## config.mk

```make
export PLATFORM = sky130hd
export DESIGN_NAME = sync_counter_n
export DESIGN_NICKNAME = d
export VERILOG_FILES = /design/src/rtl/sync_counter_n.sv
export SDC_FILE = /design/constraint.sdc
export NUM_CORES = 1
export LEC_CHECK = 0
export BUFFER_PORTS_ARGS = -buffer_cell sky130_fd_sc_hd__buf_2
export CAP_MARGIN = 20
export CORE_UTILIZATION = 30
export CTS_CLUSTER_SIZE = 20
export DETAILED_ROUTE_END_ITERATION = 10
export SLEW_MARGIN = 0
export SYNTH_ARGS = -nofsm -noshare
export SYNTH_HDL_FRONTEND = slang
export SYNTH_SLANG_ARGS = --single-unit
```

## constraint.sdc

```tcl
create_clock -name MasterClock -period 2.3 [get_ports MasterClock]
set_input_delay 0.345 -clock MasterClock [delete_from_list [all_inputs] [get_ports MasterClock]]
set_output_delay 0.345 -clock MasterClock [all_outputs]
set_load 0.005 [all_outputs]
```

## src/rtl/sync_counter_n.sv

```systemverilog
// sync_counter_n: parametrised synchronous up/down counter with CI/CO cascade.
//
// Optional build macro: SYNCNT_MATCH_EN (registered compare match on MATCH).
//
// Parameters:
//   WIDTH      counter width in bits (>= 2)
//   RESET_VAL  value loaded into Q on asynchronous reset
//
// Ports:
//   MasterClock  in   system clock, rising edge active
//   RESETL       in   asynchronous reset, active low
//   D            in   load value, also captured as the reload value
//   CLR          in   synchronous clear, active high (beats load)
//   LDL          in   synchronous load, active low
//   CI           in   count enable / carry-in
//   UP           in   direction: 1 = up, 0 = down
//   MODE         in   00/11 free-run wrap, 01 one-shot, 10 auto-reload
//   CMP          in   compare value (used only with SYNCNT_MATCH_EN)
//   Q            out  counter value
//   QB           out  bitwise inverse of Q
//   CO           out  combinational carry-out (CI & terminal & not halted)
//   TC           out  registered one-cycle terminal-count pulse
//   DONE         out  one-shot halted flag
//   MATCH        out  registered compare match (0 when feature disabled)
module sync_counter_n #(
  parameter int unsigned      WIDTH     = 8,
  parameter logic [WIDTH-1:0] RESET_VAL = '0
) (
  input  logic             MasterClock,
  input  logic             RESETL,
  input  logic [WIDTH-1:0] D,
  input  logic             CLR,
  input  logic             LDL,
  input  logic             CI,
  input  logic             UP,
  input  logic [1:0]       MODE,
  input  logic [WIDTH-1:0] CMP,
  output logic [WIDTH-1:0] Q,
  output logic [WIDTH-1:0] QB,
  output logic             CO,
  output logic             TC,
  output logic             DONE,
  output logic             MATCH
);

  typedef enum logic [1:0] {
    MODE_WRAP     = 2'b00,
    MODE_ONESHOT  = 2'b01,
    MODE_RELOAD   = 2'b10,
    MODE_WRAP_ALT = 2'b11
  } mode_t;

  logic [WIDTH-1:0] q, q_next;
  logic [WIDTH-1:0] rld, rld_next;
  logic             tc, tc_next;
  logic             done, done_next;
  logic             term;

  // Terminal value depends on the direction currently applied.
  assign term = UP ? (q == '1) : (q == '0);

  always_comb begin
    q_next    = q;
    rld_next  = rld;
    done_next = done;
    tc_next   = 1'b0;
    if (CLR) begin
      q_next    = '0;
      done_next = 1'b0;
    end else if (!LDL) begin
      q_next    = D;
      rld_next  = D;
      done_next = 1'b0;
    end else if (CI && !done) begin
      if (!term) begin
        q_next = UP ? q + 1'b1 : q - 1'b1;
      end else begin
        tc_next = 1'b1;
        case (mode_t'(MODE))
          MODE_ONESHOT: done_next = 1'b1;
          MODE_RELOAD:  q_next    = rld;
          default:      q_next    = UP ? '0 : '1;
        endcase
      end
    end
  end

  always_ff @(posedge MasterClock or negedge RESETL) begin
    if (!RESETL) begin
      q    <= RESET_VAL;
      rld  <= '0;
      tc   <= 1'b0;
      done <= 1'b0;
    end else begin
      q    <= q_next;
      rld  <= rld_next;
      tc   <= tc_next;
      done <= done_next;
    end
  end

`ifdef SYNCNT_MATCH_EN
  logic match;

  // Compared against the next value so MATCH lines up with Q == CMP.
  always_ff @(posedge MasterClock or negedge RESETL) begin
    if (!RESETL) begin
      match <= 1'b0;
    end else begin
      match <= (q_next == CMP);
    end
  end

  assign MATCH = match;
`else
  logic unused_cmp;
  assign unused_cmp = ^CMP;
  assign MATCH      = 1'b0;
`endif

  assign Q    = q;
  assign QB   = ~q;
  assign CO   = CI & term & ~done;
  assign TC   = tc;
  assign DONE = done;

endmodule

```

==> metrics.log <==
INFO  metric outcome = completed
INFO  metric final_count_of_pins_violating_max_slew = 0
INFO  metric startpoint_type = register
INFO  metric max_freq = 0.448 GHz
INFO  metric worst_ir_drop_vdd = 0.168 mV
INFO  metric final-seq-area = 453 µm²
INFO  metric netlist_area = 1360 µm²
INFO  metric placed_cells_incl_taps = approximately 240
INFO  metric worst-path-max-fanout = 10
INFO  metric final_min_period_over_clock_period = 97.0%
INFO  metric nFillCells = around 450
INFO  metric synth-edff-count = 0
INFO  metric die_width = 69.4 µm
INFO  metric cp_data_arrival_time = 1.89 ns
INFO  metric setup_total_negative_slack = 0 ns
INFO  metric portion_of_total_power_attributed_to_the_clock_network = 26.4%
INFO  metric drive_above_1_share = 33.0%
INFO  metric p_sw = around 310 µW
INFO  metric cp_slowest_stage_delay = 0.60 ns
INFO  metric wl_per_cell = 14.3 µm
INFO  metric clk-insertion-delay-late = between 0.2 and 0.3 ns
INFO  metric floorplan.die.height = ~69 µm
INFO  metric timing.reg2reg.worst_path_depth = 6
INFO  metric floorplan.initialDensity = roughly 31%
INFO  metric core_footprint = 4350 µm²
INFO  metric crit_path_top_delay_cell = sky130_fd_sc_hd__or4_4
INFO  metric place.detailed.hpwl = between 2000 and 3000 µm
INFO  metric yosys_register_bits = 18
INFO  metric num-nets-final = around 220
INFO  metric areaGrowthSynthToFinish = 23.4%
INFO  metric fp.dieArea = 4810 µm²
INFO  metric synth.distinct_cells = 49
INFO  metric grt_start_max_net_pins = 19
INFO  metric finalClockSkew = 0.00348 ns
INFO  metric power.share.sequential = between 30 and 40%
INFO  metric port_buffers = 34
INFO  metric leakage = 0.822 nW
INFO  metric cp-end-kind = output pin
INFO  metric ctsHtreeMaxLevel = 1
INFO  metric layoutNonFillerInstCount = 243
INFO  metric grt-ovfl-total = 0
INFO  metric num_vias = 1267
INFO  metric detail_route.first_pass.iterations = 4
INFO  metric gp_routability_congestion = roughly 0.8
INFO  metric postSynth.topFlopCell = sky130_fd_sc_hd__dfrtp_1
INFO  metric post_synth.cell_area_avg = 9.02 µm²
INFO  metric r2r_path_start = Q[2]
INFO  metric cellInternalPower = 678 µW
INFO  metric timing.critical_path.cells = inv_1, or4_4, and2_2, nor2_1, buf_2
INFO  metric antenna_found_initial = 0
INFO  metric multi_input_comb_area = 821 µm²
INFO  metric cts-buffers-inserted = 3
INFO  metric antenna_violating_nets_post_route = 0
INFO  metric post_cts.resized_instances = 0
INFO  metric total_nets_after_synthesis = 182
INFO  metric drt_iter0_drc = 42
INFO  metric layout_min_cycle_time = 2.23 ns
INFO  metric finalHoldViolations = 0
INFO  metric p_sw_share = 31.7%
INFO  metric setup.worst_path.class = register to output pin
INFO  metric async_flop_share = 100%
INFO  metric drt-vias-per-instance = 5.21
INFO  metric remaining_drc_errors = 0
INFO  metric netlist_instances = between 150 and 200
INFO  metric worstHoldPathType = primary input to asynchronous set/reset pin
INFO  metric cts_tree = yes
INFO  metric timing.max_cap.violations = 0
INFO  metric data_required_critical_path = roughly 2.0 ns
INFO  metric root_buffer = sky130_fd_sc_hd__clkbuf_8
INFO  metric grt_pass1_vias = 1237
INFO  metric ctsLongestPathBuffers = 2
INFO  metric timing.final.setup_violations = 0
INFO  metric power.combinational.fraction = between 30% and 40%
INFO  metric hold_buf_count_cts = 0
INFO  metric track_usage = 15.3%
INFO  metric num_antenna_cells = 0
INFO  metric global_route_wire_length_before_repair = 5840 µm
INFO  metric wl = 3470 µm
INFO  metric ys_warn_count = 0
INFO  metric clock_sinks = 18
INFO  metric rsz_0062_raised_after_global_routing = false
INFO  metric power-per-cell-area = 591 nW/µm²
INFO  metric timing.rr.end = Q[6]
INFO  metric post_cts.repair.setup_buffers = 0
INFO  metric ioPinCount = 44
INFO  metric clk_transition_reported_paths = 0.07 ns
INFO  metric rows = 24
INFO  metric seq_area_frac_synth = 33.1%
INFO  metric reg2reg_setup_slack = 0.19 ns
-- synthesized netlist by cell type (all sizes together) (2+ instances only) --
cell type,instances,area [µm²]
nor4,3,18.8
nor2,12,45.0
a22oi,3,22.5
a22o,3,26.3
a21o,3,22.5
nand2b,2,12.5
or2,3,18.8
o31a,2,17.5
inv,11,41.3
dfrtp,18,450
a21oi,8,40.0
nand2,6,22.5
nor2b,7,43.8
ha,6,75.1
o21ai,6,30.0
buf,5,36.3
nand4,2,12.5
nor3,3,15.0
a31o,2,17.5
o21a,2,15.0
a221o,5,51.3
nand3,5,25.0
mux2i,2,20.0
o211ai,2,15.0
clkbuf,3,12.5
mux2,7,78.8
a211oi,2,15.0
and2,2,13.8
-- through the flow --
step / power (mW) / area (µm²) / hold slack, ns / setup slack, ns / util [%]
floorplan: 0.609 / 1360 / 0.0494 / 0.275 / -
global placement: 0.731 / 1620 / 0.304 / 0.0333 / 37.3
detailed placement: 0.734 / 1620 / 0.305 / 0.0429 / 37.3
CTS: 1.00 / 1680 / 0.0228 / 0.0399 / 38.5
global route: 1.06 / 1680 / 0.0343 / 0.00924 / 38.6
finish: 0.993 / 1680 / 0.0123 / 0.0684 / 38.6
-- flip-flops by register name, summed over array words and instances, names as in the netlist --
| signal | flops |
|---|---|
| Q | 8 |
| rld | 8 |
| DONE | 1 |
| TC | 1 |
-- logic make-up (layout without fill, tap and decap cells) --
family | count (synthesis) | in the layout | share of synthesized area, %
and+or+nand+nor | 48 | 48 | 18.5
buffers and inverters | 19 | 59 | 6.62
AOI/OAI and AO/OA | 47 | 47 | 26.0
other | 1 | 1 | 0.275
xor gates and xnor gates | 2 | 2 | 1.29
adders and majority gates | 7 | 7 | 6.99
muxes | 9 | 9 | 7.26
DFF | 18 | 18 | 33.1
-- power by group through the flow --
stage	sequential [mW]	combinational [mW]	clock [mW]
2_1_floorplan	0.390	0.219	0
3_3_place_gp	0.393	0.338	0
3_5_place_dp	0.394	0.340	0
4_1_cts	0.387	0.343	0.270
5_1_grt	0.394	0.381	0.286
6_report	0.388	0.342	0.263
-- critical path: cells and delay by family, from the launching register on --
family        cells  cell delay, ns
buf+inv           2            0.22
flops             1            0.41
simple gates      3            1.00
-- how the worst max path moves through the flow --
stage | start | to | slack (ns) | cells past startpoint
after floorplan | Q[0] | Q[0] | 0.28 | 6
after CTS | Q[1] | CO | 0.04 | 5
after detailed placement | UP | Q[6] | 0.04 | 8
after global placement | UP | Q[6] | 0.03 | 8
final | Q[7] | CO | 0.07 | 5
after global routing | Q[7] | CO | 0.009 | 5
-- layout make-up --
class	instances	share of cell area, %
inverters	11	2.46
clock buffers	4	3.28
flip-flops and latches	18	27.0
well taps	52	3.87
multi-input cells	114	48.8
repair buffers	44	14.6
-- cell usage in the layout, fill, tap and decap left out, types with 2 or more instances in the layout --
cell	instances
sky130_fd_sc_hd__nor2b_1	7
sky130_fd_sc_hd__or2_2	3
sky130_fd_sc_hd__o21a_1	2
sky130_fd_sc_hd__inv_1	11
sky130_fd_sc_hd__nand2_1	6
sky130_fd_sc_hd__clkbuf_8	4
sky130_fd_sc_hd__nor2_1	12
sky130_fd_sc_hd__nor4_1	3
sky130_fd_sc_hd__a21o_1	3
sky130_fd_sc_hd__nand4_1	2
sky130_fd_sc_hd__nor3_1	3
sky130_fd_sc_hd__a22oi_1	3
sky130_fd_sc_hd__a221o_1	4
sky130_fd_sc_hd__o211ai_1	2
sky130_fd_sc_hd__dfrtp_1	16
sky130_fd_sc_hd__nand3_1	5
sky130_fd_sc_hd__mux2_2	7
sky130_fd_sc_hd__buf_2	34
sky130_fd_sc_hd__a21oi_1	8
sky130_fd_sc_hd__buf_4	10
sky130_fd_sc_hd__ha_1	6
sky130_fd_sc_hd__dfrtp_2	2
sky130_fd_sc_hd__nand2b_1	2
sky130_fd_sc_hd__o31a_1	2
sky130_fd_sc_hd__o21ai_0	6
sky130_fd_sc_hd__mux2i_1	2
sky130_fd_sc_hd__a22o_1	3
sky130_fd_sc_hd__a31o_1	2
sky130_fd_sc_hd__a211oi_1	2
-- routing by layer --
layer | vias to the layer above | share of wire (%) | track usage [%]
li1 | 639 | - | -
met1 | 593 | 47 | 20.8
met2 | 29 | 47 | 24.2
met3 | 6 | 3.6 | 1.89
met4 | 0 | 2.2 | 7.03
met5 | - | 0 | 0
(Power assumes the default switching activity.)
